===== src/rtl/tff_count_sequencer_pkg.sv =====
// Shared definitions for the T flip-flop count sequencer.
//   - Command opcodes carried on the cmd_op field of the command interface.
//   - 3-bit FSM state encoding, also visible on the top-level debug port.
package tff_count_sequencer_pkg;

  localparam logic [1:0] CMD_START = 2'd0;
  localparam logic [1:0] CMD_STOP  = 2'd1;
  localparam logic [1:0] CMD_LOAD  = 2'd2;
  localparam logic [1:0] CMD_CLEAR = 2'd3;

  localparam logic [2:0] ST_IDLE  = 3'd0;
  localparam logic [2:0] ST_RUN   = 3'd1;
  localparam logic [2:0] ST_LOAD  = 3'd2;
  localparam logic [2:0] ST_CLEAR = 3'd3;
  localparam logic [2:0] ST_DONE  = 3'd4;

endpackage


===== src/rtl/tff_count_sequencer_if.sv =====
// Command channel of the T flip-flop count sequencer.
//   cmd_valid : command present (driven by master)
//   cmd_ready : sequencer can take a command this cycle (driven by slave)
//   cmd_op    : opcode, see CMD_* in tff_count_sequencer_pkg
//   cmd_data  : LOAD target value
//
// Handshake: a command transfers on every rising clk edge where
// cmd_valid && cmd_ready. cmd_ready does not depend on cmd_valid; the master
// holds cmd_op/cmd_data stable while cmd_valid is high and not yet accepted.
interface tff_count_sequencer_if #(
  parameter int WIDTH = 3
) ();

  logic             cmd_valid;
  logic             cmd_ready;
  logic [1:0]       cmd_op;
  logic [WIDTH-1:0] cmd_data;

  modport master (
    output cmd_valid,
    output cmd_op,
    output cmd_data,
    input  cmd_ready
  );

  modport slave (
    input  cmd_valid,
    input  cmd_op,
    input  cmd_data,
    output cmd_ready
  );

endinterface


===== src/rtl/tff_toggle_gen.sv =====
// Combinational step generator for a bank of T flip-flops.
//   q        : current bank value
//   dir      : 1 = count up, 0 = count down
//   mod      : up-count terminal value / down-count reload value
//   step_t   : toggle vector that moves q one step (wrap or reload at terminal)
//   terminal : q is at the terminal value for the selected direction
module tff_toggle_gen #(
  parameter int WIDTH = 3
) (
  input  logic [WIDTH-1:0] q,
  input  logic             dir,
  input  logic [WIDTH-1:0] mod,
  output logic [WIDTH-1:0] step_t,
  output logic             terminal
);

  logic [WIDTH-1:0] inc_t;
  logic [WIDTH-1:0] dec_t;

  // Ripple-style toggle masks: bit i toggles on increment when all lower
  // bits are ones, and on decrement when all lower bits are zeros.
  always_comb begin
    inc_t    = '0;
    dec_t    = '0;
    inc_t[0] = 1'b1;
    dec_t[0] = 1'b1;
    for (int i = 1; i < WIDTH; i++) begin
      inc_t[i] = inc_t[i-1] & q[i-1];
      dec_t[i] = dec_t[i-1] & ~q[i-1];
    end
  end

  always_comb begin
    terminal = 1'b0;
    step_t   = '0;
    if (dir) begin
      // Anything at or above the terminal wraps to zero (toggle every set bit).
      terminal = (q >= mod);
      step_t   = terminal ? q : inc_t;
    end else begin
      // From zero the bank loads mod; toggling from all-zeros yields mod.
      terminal = (q == '0);
      step_t   = terminal ? mod : dec_t;
    end
  end

endmodule


===== src/rtl/tff_count_sequencer.sv =====
// Controller that sequences an external bank of WIDTH T flip-flops as a
// programmable up/down modulo counter.
//   clk, RSTN          : clock, asynchronous active-low reset
//   cmd                : command channel (START/STOP/LOAD/CLEAR), slave side
//   dir, modulus,
//   one_shot           : run settings, sampled on an accepted START
//   tick               : count enable, one step per cycle while high in RUN
//   q                  : current Q of the T-FF bank
//   t                  : toggle vector to the bank (combinational)
//   busy / done        : in RUN / in DONE
//   tc_pulse           : high on a terminal-count step
//   state              : current FSM state (debug)
module tff_count_sequencer
  import tff_count_sequencer_pkg::*;
#(
  parameter int WIDTH = 3
) (
  input  logic                  clk,
  input  logic                  RSTN,
  tff_count_sequencer_if.slave  cmd,
  input  logic                  dir,
  input  logic [WIDTH-1:0]      modulus,
  input  logic                  one_shot,
  input  logic                  tick,
  input  logic [WIDTH-1:0]      q,
  output logic [WIDTH-1:0]      t,
  output logic                  busy,
  output logic                  tc_pulse,
  output logic                  done,
  output logic [2:0]            state
);

  logic [2:0]       state_r;
  logic [2:0]       next_state;
  logic             dir_r;
  logic [WIDTH-1:0] mod_r;
  logic             os_r;
  logic [WIDTH-1:0] load_r;

  logic             accept;
  logic [WIDTH-1:0] step_t;
  logic             terminal;

  // LOAD and CLEAR each own the bank for a single cycle; no command is
  // taken then so nothing can race the one-shot toggle.
  assign cmd.cmd_ready = (state_r != ST_LOAD) && (state_r != ST_CLEAR);
  assign accept        = cmd.cmd_valid && cmd.cmd_ready;

  assign busy  = (state_r == ST_RUN);
  assign done  = (state_r == ST_DONE);
  assign state = state_r;

  tff_toggle_gen #(.WIDTH(WIDTH)) u_toggle_gen (
    .q        (q),
    .dir      (dir_r),
    .mod      (mod_r),
    .step_t   (step_t),
    .terminal (terminal)
  );

  always_comb begin
    next_state = state_r;
    t          = '0;
    tc_pulse   = 1'b0;
    case (state_r)
      ST_IDLE: begin
        if (accept) begin
          case (cmd.cmd_op)
            CMD_START: next_state = ST_RUN;
            CMD_LOAD:  next_state = ST_LOAD;
            CMD_CLEAR: next_state = ST_CLEAR;
            default:   next_state = ST_IDLE;
          endcase
        end
      end
      ST_RUN: begin
        if (accept && (cmd.cmd_op != CMD_START)) begin
          // STOP/LOAD/CLEAR pre-empt the count step this cycle.
          case (cmd.cmd_op)
            CMD_LOAD:  next_state = ST_LOAD;
            CMD_CLEAR: next_state = ST_CLEAR;
            default:   next_state = ST_IDLE;
          endcase
        end else if (tick) begin
          // A START here only refreshes the latched settings; this step
          // still uses the previous ones.
          tc_pulse = terminal;
          if (terminal && os_r && !accept) begin
            next_state = ST_DONE;
          end else if (!(terminal && os_r)) begin
            t = step_t;
          end
        end
      end
      ST_LOAD: begin
        t          = q ^ load_r;
        next_state = ST_IDLE;
      end
      ST_CLEAR: begin
        t          = q;
        next_state = ST_IDLE;
      end
      ST_DONE: begin
        if (accept) begin
          case (cmd.cmd_op)
            CMD_START: next_state = ST_RUN;
            CMD_LOAD:  next_state = ST_LOAD;
            CMD_CLEAR: next_state = ST_CLEAR;
            default:   next_state = ST_IDLE;
          endcase
        end
      end
      default: next_state = ST_IDLE;
    endcase
  end

  always_ff @(posedge clk or negedge RSTN) begin
    if (!RSTN) begin
      state_r <= ST_IDLE;
      dir_r   <= 1'b1;
      mod_r   <= '1;
      os_r    <= 1'b0;
      load_r  <= '0;
    end else begin
      state_r <= next_state;
      if (accept && (cmd.cmd_op == CMD_START)) begin
        dir_r <= dir;
        mod_r <= modulus;
        os_r  <= one_shot;
      end
      if (accept && (cmd.cmd_op == CMD_LOAD)) begin
        load_r <= cmd.cmd_data;
      end
    end
  end

endmodule


===== src/flat_wrapper.sv =====
// flat-port wrapper written by rule: the top's interface ports become plain ports
module tff_count_sequencer_flat import tff_count_sequencer_pkg::*;
#(
  parameter int WIDTH = 3
)
  (clk, RSTN, dir, modulus, one_shot, tick, q, t, busy, tc_pulse, done, state, cmd_cmd_valid, cmd_cmd_op, cmd_cmd_data, cmd_cmd_ready);
  tff_count_sequencer_if #(.WIDTH(WIDTH)) cmd_i ();
  input  logic clk;
  input  logic RSTN;
  input  logic dir;
  input  logic [WIDTH-1:0] modulus;
  input  logic one_shot;
  input  logic tick;
  input  logic [WIDTH-1:0] q;
  output logic [WIDTH-1:0] t;
  output logic busy;
  output logic tc_pulse;
  output logic done;
  output logic [2:0] state;
  input wire logic [$bits(cmd_i.cmd_valid)-1:0] cmd_cmd_valid;
  input wire logic [$bits(cmd_i.cmd_op)-1:0] cmd_cmd_op;
  input wire logic [$bits(cmd_i.cmd_data)-1:0] cmd_cmd_data;
  output wire logic [$bits(cmd_i.cmd_ready)-1:0] cmd_cmd_ready;
  assign cmd_i.cmd_valid = cmd_cmd_valid;
  assign cmd_i.cmd_op = cmd_cmd_op;
  assign cmd_i.cmd_data = cmd_cmd_data;
  assign cmd_cmd_ready = cmd_i.cmd_ready;
  tff_count_sequencer #(.WIDTH(WIDTH)) u_core (.clk(clk), .RSTN(RSTN), .cmd(cmd_i), .dir(dir), .modulus(modulus), .one_shot(one_shot), .tick(tick), .q(q), .t(t), .busy(busy), .tc_pulse(tc_pulse), .done(done), .state(state));
endmodule

===== config.mk =====
export PLATFORM = sky130hd
export DESIGN_NAME = tff_count_sequencer_flat
export DESIGN_NICKNAME = d
export VERILOG_FILES = /design/src/rtl/tff_count_sequencer_pkg.sv /design/src/rtl/tff_count_sequencer_if.sv /design/src/rtl/tff_toggle_gen.sv /design/src/rtl/tff_count_sequencer.sv /design/src/flat_wrapper.sv
export SDC_FILE = /design/constraint.sdc
export NUM_CORES = 1
export LEC_CHECK = 0
export CAP_MARGIN = 0
export CORE_UTILIZATION = 60
export DETAILED_ROUTE_END_ITERATION = 12
export DONT_BUFFER_PORTS = 1
export GPL_ROUTABILITY_DRIVEN = 0
export PLACE_DENSITY = 0.74
export SYNTH_ARGS = -nofsm -noshare
export SYNTH_HDL_FRONTEND = slang
export SYNTH_SLANG_ARGS = --single-unit

===== constraint.sdc =====
create_clock -name clk -period 2.8 [get_ports clk]
set_clock_uncertainty 0.05 [all_clocks]
set_input_delay 0.7 -clock clk [delete_from_list [all_inputs] [get_ports clk]]
set_output_delay 0.7 -clock clk [all_outputs]
set_load 0.01 [all_outputs]

* Yosys cells after proc, flatten, opt, wreduce, memory -nomap -nowiden *
Cells that the tools add are included.

storage, ports and cells
  register bits = 11
  bits of input ports = 17
  output and inout bits = 10
  logic and storage cells = 55

cells by class
  $lt $le $gt $ge = 1
  equality and inequality tests = 11
  muxes and demuxes = 19
  bitwise gates (word level) = 5
  reduce and logical (&&, ||, !) cells = 14

operators with widths
  kind                  count
  $mux W3               11
  $ne A3 B2 Y1 const B  3
  $pmux W3 S3           1
  $logic_and A1 B1 Y1   7
  $eq A3 B2 Y1 const B  2
  $logic_not A3 Y1      2
  $pmux W2 S3           1
  $pmux W3 S2           1
  $eq A2 B2 Y1 const B  2
  $mux W1               4
  $pmux W2 S2           1
  $eq A3 B1 Y1 const B  1
  $eq A3 B3 Y1 const B  1
  $ge A3 B3 Y1          1
  $ne A3 B1 Y1 const B  1
  $reduce_and A3 Y1     1
  $xor A3 B3 Y3         1
  $and A1 B1 Y1         2
  $logic_not A2 Y1      1
  $ne A2 B1 Y1 const B  1
  $not A1 Y1            2
  $reduce_bool A2 Y1    1
  $reduce_or A2 Y1      1
  $logic_not A1 Y1      1

* Longest topological paths before layout *
Gate-level depths: netlist (run 1).

  depth after elaboration = 9
  mapped depth = 7
  gate-level depth less buffers = 7

* Hierarchy *
A second synthesis (run 1) with hierarchy kept.

unflattened totals
  cell total of the unflattened synthesis = 86
  area total of the unflattened synthesis = 838.3 um^2

by module, submodules not included
  module               times used  cells each  area each (um^2)  seq. area each (um^2)
  tff_count_sequencer  1           62          680.7             280.3
  tff_toggle_gen       1           24          157.7             0.0

* Worst setup path before layout (run 1) *
Ideal clock, no wire load.

  path kind = in2out
  start point = in q[0]
  end point = out t[0]
  arrival time = 1.900 ns
  required time = 2.050 ns
  path slack = 0.150 ns
  stages on the path = 7
  path buffers = 0
  cell sequence = inv_1 -> ha_1 -> nand2b_1 -> a31oi_2 -> o22ai_2 -> a21oi_2 -> o2bb2ai_1

between the ends
  word-level cells in the longest chain between the ends = 8
  elaborated cells on any way between the ends = 14
  those cells by class = order compare (1); mux (9); bitwise (1); reduce/logical (3)

RTL lines
  what                                                     RTL line                                                                    text
  start, declared                                          flat_wrapper.sv:14                                                          input logic [WIDTH-1:0] q;
  $ge A3 B3 Y1 / $logic_not A3 Y1 (equally long branches)  tff_toggle_gen.sv:38, tff_toggle_gen.sv:42
  $mux W3, or another cell as far along                    tff_toggle_gen.sv:39                                                        step_t = terminal ? q : inc_t;
  $mux W3 / $logic_and A1 B1 Y1 (equally long branches)    tff_toggle_gen.sv:36, tff_count_sequencer.sv:88, tff_count_sequencer.sv:90
  $mux W3 / $logic_and A1 B1 Y1 (equally long branches)    tff_count_sequencer.sv:90, tff_count_sequencer.sv:88
  $mux W3                                                  tff_count_sequencer.sv:88                                                   if (terminal && os_r && !accept) begin
  $mux W3                                                  tff_count_sequencer.sv:84                                                   end else if (tick) begin
  $mux W3                                                  tff_count_sequencer.sv:77                                                   if (accept && (cmd.cmd_op != CMD_START)) begin
  $pmux W3 S3 (*)                                          tff_count_sequencer.sv:65                                                   case (state_r)
  end, declared                                            flat_wrapper.sv:15                                                          output logic [WIDTH-1:0] t;

Mark *: on every way between the ends. The rest lies on a longest branch, timed or not.

* Worst setup path in the final report (run 1) *
  start point = reg u_core.mod_r[2]
  end point = out t[1]

between the ends
  word-level cells in the longest chain between the ends = 8
  elaborated cells on any way between the ends = 11
  those cells by class = order compare (1); mux (8); reduce/logical (2)

RTL lines
  what                                                   RTL line                                                                    text
  start, declared                                        tff_count_sequencer.sv:36                                                   logic [WIDTH-1:0] mod_r;
  start signal, assigned                                 tff_count_sequencer.sv:128                                                  mod_r <= modulus;
  $ge A3 B3 Y1 (*)                                       tff_toggle_gen.sv:38                                                        terminal = (q >= mod);
  $mux W3 / $mux W1 (equally long branches)              tff_toggle_gen.sv:39, tff_toggle_gen.sv:36
  $mux W3 / $logic_and A1 B1 Y1 (equally long branches)  tff_toggle_gen.sv:36, tff_count_sequencer.sv:88, tff_count_sequencer.sv:90
  $mux W3 / $logic_and A1 B1 Y1 (equally long branches)  tff_count_sequencer.sv:90, tff_count_sequencer.sv:88
  $mux W3 (*)                                            tff_count_sequencer.sv:88
  $mux W3 (*)                                            tff_count_sequencer.sv:84
  $mux W3 (*)                                            tff_count_sequencer.sv:77
  $pmux W3 S3 (*)                                        tff_count_sequencer.sv:65

Marks and branches as above.

==> results of run 1 <==
==> registers in the layout (all words and copies together), names as in the netlist <==
name	count
u_core.dir_r	1
u_core.load_r	3
u_core.mod_r	3
u_core.os_r	1
u_core.state	3
==> logic make-up (layout without fill, tap and decap cells) <==
kind of cell               Yosys count  in the layout  share of synthesized area [%]
adders and majority gates            7              7                          10.74
and+or+nand+nor                     24             24                          17.18
AOI/OAI and AO/OA                   18             18                          18.71
buffers and inverters               10             16                          4.754
DFF                                 11             11                          34.36
muxes                                8              8                          11.04
xor gates and xnor gates             3              3                          3.221
==> report_power, final <==
part	switching [µW]	total (µW)	internal, µW
combinational	133	263	130
clock	53.3	106	52.8
sequential	31.6	234	203
total	218	604	386
==> routing by layer <==
metal / up-vias / global-route usage, % / routed length (µm)
met2: 27 / 35.83 / 789
met5: - / 0 / 0
met4: 0 / 5.172 / 0
li1: 309 / - / -
met1: 306 / 31.25 / 781
met3: 0 / 9.827 / 143
==> area by class of cell <==
cell class	count	area [µm²]
Clock buffer	3	22.52
Clock inverter	1	5.005
Fill cell	82	236.5
Inverter	9	33.78
Multi-Input combinational cell	60	564.3
Sequential cell	11	280.3
Tap cell	14	17.52
Timing Repair Buffer	3	26.28
==> cell usage in the layout, fill, tap and decap left out, types with 2 or more instances in the layout <==
master / netlist / routed
nor2b_1: 3 / 3
nand4_1: 2 / 2
dfrtp_1: 7 / 7
o2bb2ai_2: 0 / 2
ha_1: 7 / 6
inv_1: 9 / 8
o211ai_1: 2 / 2
xnor2_1: 3 / 3
clkbuf_4: 0 / 3
nand2b_1: 2 / 2
nand2_1: 3 / 3
dfstp_2: 4 / 4
mux2_2: 8 / 8
nand3_1: 2 / 2
nor2_1: 5 / 5
o2bb2ai_1: 6 / 3
buf_4: 0 / 2
==> path summary, 6_finish.rpt <==
path / from / endpoint / slack (ns) / depth (start not counted)
max: u_core.mod_r[2]$_DFFE_PN1P_ / t[1] / 0.05 / 8
min: RSTN / u_core.load_r[2]$_DFFE_PN0P_ / 0.07 / 0
max reg2reg: u_core.mod_r[2]$_DFFE_PN1P_ / u_core.state[0]$_DFFE_PN0P_ / 1.06 / 7
min reg2reg: u_core.load_r[2]$_DFFE_PN0P_ / u_core.load_r[2]$_DFFE_PN0P_ / 0.45 / 1
max in group asynchronous: RSTN / u_core.mod_r[0]$_DFFE_PN1P_ / 2.46 / 0
min in group clk: u_core.load_r[2]$_DFFE_PN0P_ / u_core.load_r[2]$_DFFE_PN0P_ / 0.45 / 1
==> what timing repair did <==
item	CTS	global route
pin swaps	2	1
setup buffers	1	0
resized for setup	4	7
endpoints found under the setup margin	2	3
==> per-stage QoR <==
stage / cells / total power, µW / utilization [%] / setup slack [ns]
2_1_floorplan: 81 / 392.7 / - / 0.1497
3_3_place_gp: 96 / 434.0 / 71.10 / 0.1854
3_5_place_dp: 96 / 442.2 / 71.10 / 0.1304
4_1_cts: 101 / 563.7 / 75.63 / 0.01652
5_1_grt: 101 / 641.0 / 80.06 / 0.01046
6_report: 101 / 604.0 / 80.06 / 0.04838
==> critical path, stage by stage (launching register included) <==
cell	delay, ns
dfstp_2	0.55
inv_2	0.05
ha_4	0.22
a21o_1	0.18
a31oi_4	0.20
buf_6	0.14
o211ai_1	0.08
o21ai_1	0.17
o2bb2ai_4	0.16
==> run metrics, run 1 <==
initial antenna violation count 0; Critical Path End Type output pin; Skew-Pair Late Insertion Delay roughly 0.27 ns; I/O Buffers 0; fin crit share 98.27%; leakage power total roughly 0.00039 µW; post-synthesis register bit count 11; Synth top area share 21.47%; Detailed Route Iter0 Violations 4; asr flop ratio synth 100.0%; Max Clk Rate roughly 360 MHz; vias in the first global route around 560; worst vdd ir approximately 0.45 mV; sequential area share after synthesis around a third; Synth Area per Inst a little over 10 µm²; routed len/inst 16.97 µm; starting density of the core around 70%; CTS Buf Count 3; status finished clean; EDFF count, synth 0; CTS root buf clkbuf_4; Die X ~40 µm; max-cap violations 0; most common cell in the netlist inv_1; CTS tree yes; Final setup viols 0; layout cells sized above 1 34.48%; Most used DFF post-synth dfrtp_1; placed cell area around 840 µm²; core area approximately 1200 µm²; Rows 12; Syn Nets 105; layout overhead on the synthesized area 16.41%; worst path arrival time roughly 2.0 ns; post-layout min period between 2 and 3 ns; RSZ-0062 raised after global routing false; Final Hold Fails 0; CTS H-tree lvls 1; fin area 949.7 µm²; DP Wirelength 1281 µm; Sink Count 11; critical path required time a little over 2 ns; drt drc 0; Vias 642; gr ovfl total 0; WS Path Type register to output pin; wirelength, routed about 1700 µm; Clock Pin Slew Worst Setup and Hold Paths 0.07 ns; Power per Cell Area between 600 and 700 nW/µm²; layout net count approximately 110; drt first pass iters 3; Die ar. approximately 1500 µm²; CP Max Fanout 5; distinct cell type count after synthesis 32; Hold Crit Class input port to asynchronous set/reset pin; WHS 0.07061 ns; DR vias/cell between 6 and 7; pin count of the biggest net entering global routing 12; CP Launch Type register; first-pass GRT wire length between 2000 and 2500 µm; Cells after Synth 81; Boundary Pins 27; gr usage total about a quarter; largest area contributor in the netlist dfrtp_1; CTS Hold Buffers Added 0; Post-synth top cells inv_1, mux2_2, dfrtp_1, ha_1, o2bb2ai_1; worst rel slew slack about two thirds; Netlist Area Pre-Place about 820 µm²; die height 38.88 µm; Max clock buf depth 2; actual transition at the worst max-transition pin roughly 0.5 ns; setup TNS 0 ns; Slew Viols, Final 0; diodes inserted 0; DRT antenna net count 0; yosys warns 0; Synth area leaders dfrtp_1, dfstp_2, mux2_2, ha_1, o2bb2ai_1
No activity file was read; power rests on OpenSTA's default activity.
==> run 2, diff against run 1 <==
--- a/config.mk
+++ b/config.mk
@@ -14,3 +14,4 @@
 export SYNTH_ARGS = -nofsm -noshare
 export SYNTH_HDL_FRONTEND = slang
 export SYNTH_SLANG_ARGS = --single-unit
+export TNS_END_PERCENT = 20
==> results of run 2 <==
Same layout as run 1: the final DEF is identical, and so are final timing and power.
